File: src/rtl/mem_seq.sv
// Fill-then-scan memory sequencer: writes SEED+addr to 32 words, reads them back and counts mismatches.
// Optional checker (comparator and error counter) is built only when MEM_SEQ_CHECK_EN is defined.
module mem_seq #(
    parameter logic [31:0] SEED = 32'hA5A5_0000
) (
    input  logic        clk,
    input  logic        reset,
    input  logic        start,
    output logic        busy,
    output logic        done,
    output logic        we,
    output logic [4:0]  wadr,
    output logic [31:0] wd,
    output logic [4:0]  radr,
    input  logic [31:0] rd,
    output logic [5:0]  err_cnt,
    output logic        err
);

    typedef enum logic [1:0] {IDLE, FILL, SCAN, DONE} state_t;

    state_t      state_q, state_d;
    logic [4:0]  adr_q, adr_d;
    logic [31:0] exp_data;

    // Same pattern word is written in FILL and expected back in SCAN.
    assign exp_data = SEED + {27'b0, adr_q};

    always_comb begin
        state_d = state_q;
        adr_d   = adr_q;
        busy    = 1'b0;
        done    = 1'b0;
        we      = 1'b0;
        wadr    = 5'd0;
        wd      = 32'd0;
        radr    = 5'd0;
        case (state_q)
            IDLE: begin
                if (start) begin
                    adr_d   = 5'd0;
                    state_d = FILL;
                end
            end
            FILL: begin
                busy  = 1'b1;
                we    = 1'b1;
                wadr  = adr_q;
                wd    = exp_data;
                adr_d = adr_q + 5'd1;
                if (adr_q == 5'd31) state_d = SCAN;
            end
            SCAN: begin
                busy  = 1'b1;
                radr  = adr_q;
                adr_d = adr_q + 5'd1;
                if (adr_q == 5'd31) state_d = DONE;
            end
            DONE: begin
                done    = 1'b1;
                state_d = IDLE;
            end
            default: state_d = IDLE;
        endcase
    end

    always_ff @(posedge clk or posedge reset) begin
        if (reset) begin
            state_q <= IDLE;
            adr_q   <= 5'd0;
        end else begin
            state_q <= state_d;
            adr_q   <= adr_d;
        end
    end

`ifdef MEM_SEQ_CHECK_EN
    logic [5:0] err_cnt_q, err_cnt_d;

    // Saturates at 32, the most mismatches a single pass can produce.
    always_comb begin
        err_cnt_d = err_cnt_q;
        if (state_q == IDLE && start)
            err_cnt_d = 6'd0;
        else if (state_q == SCAN && rd != exp_data && err_cnt_q != 6'd32)
            err_cnt_d = err_cnt_q + 6'd1;
    end

    always_ff @(posedge clk or posedge reset) begin
        if (reset) err_cnt_q <= 6'd0;
        else       err_cnt_q <= err_cnt_d;
    end

    assign err_cnt = err_cnt_q;
    assign err     = |err_cnt_q;
`else
    logic unused_rd;
    assign unused_rd = ^rd;
    assign err_cnt   = 6'd0;
    assign err       = 1'b0;
`endif

endmodule

File: config.mk
export PLATFORM = sky130hd
export DESIGN_NAME = mem_seq
export DESIGN_NICKNAME = d
export VERILOG_FILES = /design/src/rtl/mem_seq.sv
export SDC_FILE = /design/constraint.sdc
export NUM_CORES = 1
export LEC_CHECK = 0
export ABC_AREA = 1
export BUFFER_PORTS_ARGS = -buffer_cell sky130_fd_sc_hd__buf_4
export CAP_MARGIN = 0
export CORE_MARGIN = 3
export CORE_UTILIZATION = 34
export CTS_CLUSTER_DIAMETER = 30
export CTS_CLUSTER_SIZE = 40
export DETAILED_ROUTE_END_ITERATION = 10
export GPL_TIMING_DRIVEN = 0
export PLACE_DENSITY = 0.8
export SYNTH_ARGS = -nofsm -noshare
export SYNTH_HDL_FRONTEND = slang
export SYNTH_SLANG_ARGS = --single-unit
export TNS_END_PERCENT = 100
File: constraint.sdc
create_clock -name clk -period 1.6 [get_ports clk]
set_input_delay 0.32 -clock clk [delete_from_list [all_inputs] [get_ports clk]]
set_output_delay 0.32 -clock clk [all_outputs]
set_load 0.005 [all_outputs]
* After elaboration in Yosys (flattened, before gate mapping)
Cells that the tools add are included. Widths: inputs -> output; s select.
Cells by class: reductions and logical operators 5, eq/ne operators 7, add/subtract/negate cells 2, multiplexer cells 12
Operator list (count):
- $add 32x5->32 const A | 1
- $mux 32 | 1
- $mux 5 | 3
- $pmux 5 s2 | 1
- $pmux 2 s4 | 1
- $mux 2 | 3
- $ne 2x2->1 const B | 3
- $add 5x1->5 const B | 1
- $eq 5x5->1 const B | 1
- $eq 2x2->1 const B | 2
- $mux 1 | 3
- $reduce_and 3->1 | 1
- $eq 2x1->1 const B | 1
- $logic_not 2->1 | 1
- $reduce_and 2->1 | 1
- $reduce_bool 2->1 | 1
- $reduce_or 2->1 | 1
Word-level totals: output and inout port bits 52, bits in registers 7

* Depth between registers and ports, before layout
depth after elaboration 4, depth in mapped cells 8, gate-level depth less buffers 8

* Least setup slack after synthesis
No wires, ideal clock.
path kind reg-to-output, start reg state_q[1], end out wd[0], path slack 0.158 ns, data arrival time 1.122 ns, required time 1.280 ns, cell stages (with the launch flop) 6, path through dfrtp_1 > inv_1 > ha_1 > nand2_1 > inv_1 > buf_4
On the way: cells in the longest elaborated chain, start to end 2
Ends and longest elaborated chain:
- start: declaration | line 22 | state_t state_q, state_d;
- start signal: assignment | line 72 | state_q <= state_d;
- $eq 2x1->1 | line 38 | case (state_q)
- $mux 32 | line 38
- end: declaration | line 13 | output logic [31:0] wd,
Every way passes these cells.

* Worst setup path after layout
start reg state_q[0], end out wd[29]
Same word-level chain as after synthesis.

==> results.md <==
| Parameter | Value |
| --- | --- |
| Count of routing violations after the opening detailed-route iteration | 9 |
| Deepest clock path buffer count | 2 |
| Seq cells post-synth | 7 |
| Final WL | 2050 um |
| Count of nets after finishing | 216 |
| Layer with the highest usage after global routing | met2 |
| Area of the die | 2940 um^2 |
| Vertical die dimension | 54.3 um |
| # H-tree levels | 1 |
| Syn. warnings | 0 |
| Buffers on Ports | 28 |
| Top library cells by usage in the layout, fill and taps aside | sky130_fd_sc_hd__buf_4, sky130_fd_sc_hd__conb_1, sky130_fd_sc_hd__buf_6 |
| Placed wire-length estimate after detailed placement | 1430 um |
| Later-pin clock latency in the skew report | 0.24 ns |
| Post-route clock period utilization | 103% |
| Residual DRC | 0 |
| Ratio of total power to cell area | 1670 nW/um^2 |
| Number of buffers created by CTS | 3 |
| Kind of capture point of the worst setup path | primary output |
| Clock sink count | 7 |
| Crit. Startpoint | state_q[0]$_DFFE_PP0P_ |
| Mux cell area share after synthesis | 0% |
| Area added between synthesis and finish | 71.6% |
| Core area | 2080 um^2 |
| Fraction of the mapped netlist area in adder cells | 9.48% |
| Failing checks | negative setup slack |
| Pin count of the biggest net entering global routing | 13 |
| Hold Violations, Final | 0 |
| Synth Area in Simple Gates | 16.4% |
| FMAX | 0.606 GHz |
| Total via count after detailed routing | 770 |
| Post-layout utilization of the core | 65.3% |
| Post-CTS clock slew at the launch and capture registers of the worst setup and hold paths | 0.05 ns |
| Total inserted antenna cells | 0 |
| 1st-pass router iterations | 2 |
| Proportion of synthesized chip area in sequential cells | 22.1% |
| Total of fill cells in the finished design | 165 |
| Maximum VDD drop | 0.00126 V |
| Met1 Use GR | 10.6% |
| Setup TNS | -0.177 ns |
| Synthesized-area fraction occupied by ao, oa, aoi and oai cells | 5.53% |
| WS Path Type | flop to primary output |
| Critical-path maximum fanout | 6 |
| Standby leakage power | 0.879 nW |
| Required time of the critical path | 1.28 ns |
| Routed via count divided by cell count | 3.83 |
| Detailed-route wire length per cell | 10.2 um |
| Xor/xnor cell area share of the yosys netlist | 0% |
| Largest area contributor in the netlist | sky130_fd_sc_hd__buf_4 |
| Share of the synthesized area in the top cell type | 37.0% |
| Clock tree from TritonCTS | yes |
| Antenna violations before repair | 0 |
| Main area contributors after synthesis | sky130_fd_sc_hd__buf_4, sky130_fd_sc_hd__dfrtp_1, sky130_fd_sc_hd__nand2_1, sky130_fd_sc_hd__ha_1, sky130_fd_sc_hd__inv_1 |
| Final max-slew violation count | 0 |
| Most used DFF post-synth | sky130_fd_sc_hd__dfrtp_1 |
| Final estimated routing congestion in global placement | 0.813 |
| Overall routing resource usage | 11.7% |
| Total power after layout | 0.00227 W |
| Post-synthesis instance area | 792 um^2 |
| CTS Root Cell | sky130_fd_sc_hd__clkbuf_4 |
| Proportion of synthesized flip-flops having asynchronous set or reset | 100% |
| Remaining Overflow, GRT | 0 |
| Total setup violations reported at the end of the flow | 5 |
| Post-layout minimum cycle time | 1.65 ns |
| Synthesized instance count | 113 |
| Result of the run | finished, violations left |
| Starting utilization of the core area | 38.0% |
| Number of synthesized flops with an enable pin | 0 |
| Fraction of final layout cells with drive strength greater than 1 | 54.0% |
| FF-to-FF Start | adr_q[0]$_DFFE_PP0P_ |
| Fin worst setup slack | -0.0500 ns |
| Met2 usage | 23.3% |
| First-pass GRT wire length | 2540 um |
| Site Rows | 16 |
| Number of distinct library cells after synthesis | 13 |
| Worst slack after detailed placement | -0.0282 ns |
| Horizontal die dimension | 54.3 um |
| Setup repair after global routing missed its margin | yes |
| Number of placed I/O pins | 87 |
| Crit path DAT | 1.33 ns |
| Post-DRT Antenna Nets | 0 |
| Max capacitance violation total | 0 |
| Synthesized area per cell | 7.01 um^2 |
| Hold Path Class | input pin to async pin |
| Largest family of logic cells by synthesized area | buffers and inverters |
| GR Util met3 | 3.27% |
| Startpoint kind of the worst setup timing path | flop |
| Vias in the first global route | 686 |
| Skew final | 0.000465 ns |
| Commonest non-fill, non-tap cell in the layout | sky130_fd_sc_hd__buf_4 |
## metal layers
| layer | wire length [um] | vias to the layer above |
|---|---|---|
| li1 | - | 395 |
| met5 | 0 | - |
| met4 | 25 | 0 |
| met3 | 238 | 2 |
| met1 | 630 | 333 |
| met2 | 1150 | 40 |
## worst paths after layout
path / to / cells past startpoint / slack [ns]
setup / recovery: wd[29] / 5 / -0.05
hold reg to reg: state_q[0]$_DFFE_PP0P_ / 2 / 0.58
setup reg to reg: state_q[1]$_DFFE_PP0P_ / 7 / 0.14
hold / removal: state_q[1]$_DFFE_PP0P_ / 2 / 0.01
max in group asynchronous: state_q[0]$_DFFE_PP0P_ / 2 / 1.36
min in group clk: adr_q[1]$_DFFE_PP0P_ / 4 / 0.49
## Yosys cell counts, types with 3 or more instances
library cell	count
sky130_fd_sc_hd__nand2_1	23
sky130_fd_sc_hd__dfrtp_1	7
sky130_fd_sc_hd__nand3_1	3
sky130_fd_sc_hd__o21ai_0	4
sky130_fd_sc_hd__buf_4	39
sky130_fd_sc_hd__a21oi_1	3
sky130_fd_sc_hd__ha_1	6
sky130_fd_sc_hd__nor2_1	6
sky130_fd_sc_hd__inv_1	18
## registers in the layout, indices dropped and copies added, names as in the netlist
signal / flops
adr_q: 5
state_q: 2
## per-stage QoR
| stage | instances | hold slack (ns) | instance area, um^2 |
|---|---|---|---|
| floorplan | 138 | 0.123 | 886 |
| global placement | 193 | 0.260 | 1130 |
| detailed placement | 193 | 0.270 | 1130 |
| CTS | 202 | 0.0110 | 1210 |
| global route | 201 | 0.0241 | 1360 |
| finish | 201 | 0.0122 | 1360 |
## critical path, cell delays in order (launching register included)
cell	delay [ns]
sky130_fd_sc_hd__dfrtp_2	0.44
sky130_fd_sc_hd__ha_4	0.18
sky130_fd_sc_hd__buf_12	0.14
sky130_fd_sc_hd__buf_6	0.12
sky130_fd_sc_hd__buf_6	0.10
sky130_fd_sc_hd__buf_6	0.10
## layout make-up
cell class / instances / area, um^2 / share of cell area (%)
tap: 27 / 33.8 / 2.49
buffer: 33 / 267 / 19.6
inverter: 19 / 73.8 / 5.43
sequential: 7 / 176 / 13.0
multi-input combinational: 73 / 424 / 31.2
clock buffer: 4 / 26.3 / 1.93
timing repair buffer: 38 / 358 / 26.3
## cell families after synthesis
kind of cell    after synthesis
buf+inv                      58
simple gates                 33
compound gates                8
flops                         7
fa+ha+maj                     6
other cells                   1
## timing repair
item                                    4_1_cts  5_1_grt
hold buffers                                  0        0
endpoints found under the setup margin       25       22
resized for setup                             5       44
pin swaps                                     0        1
setup buffers                                 5        6
## power breakdown
part           leakage, nW  internal (W)  switching, W
registers           0.0891      0.000256      0.000111
logic                0.775      0.000986      0.000769
clock network       0.0150     0.0000945     0.0000541
total                0.879       0.00134      0.000934
(Power assumes the default switching activity.)
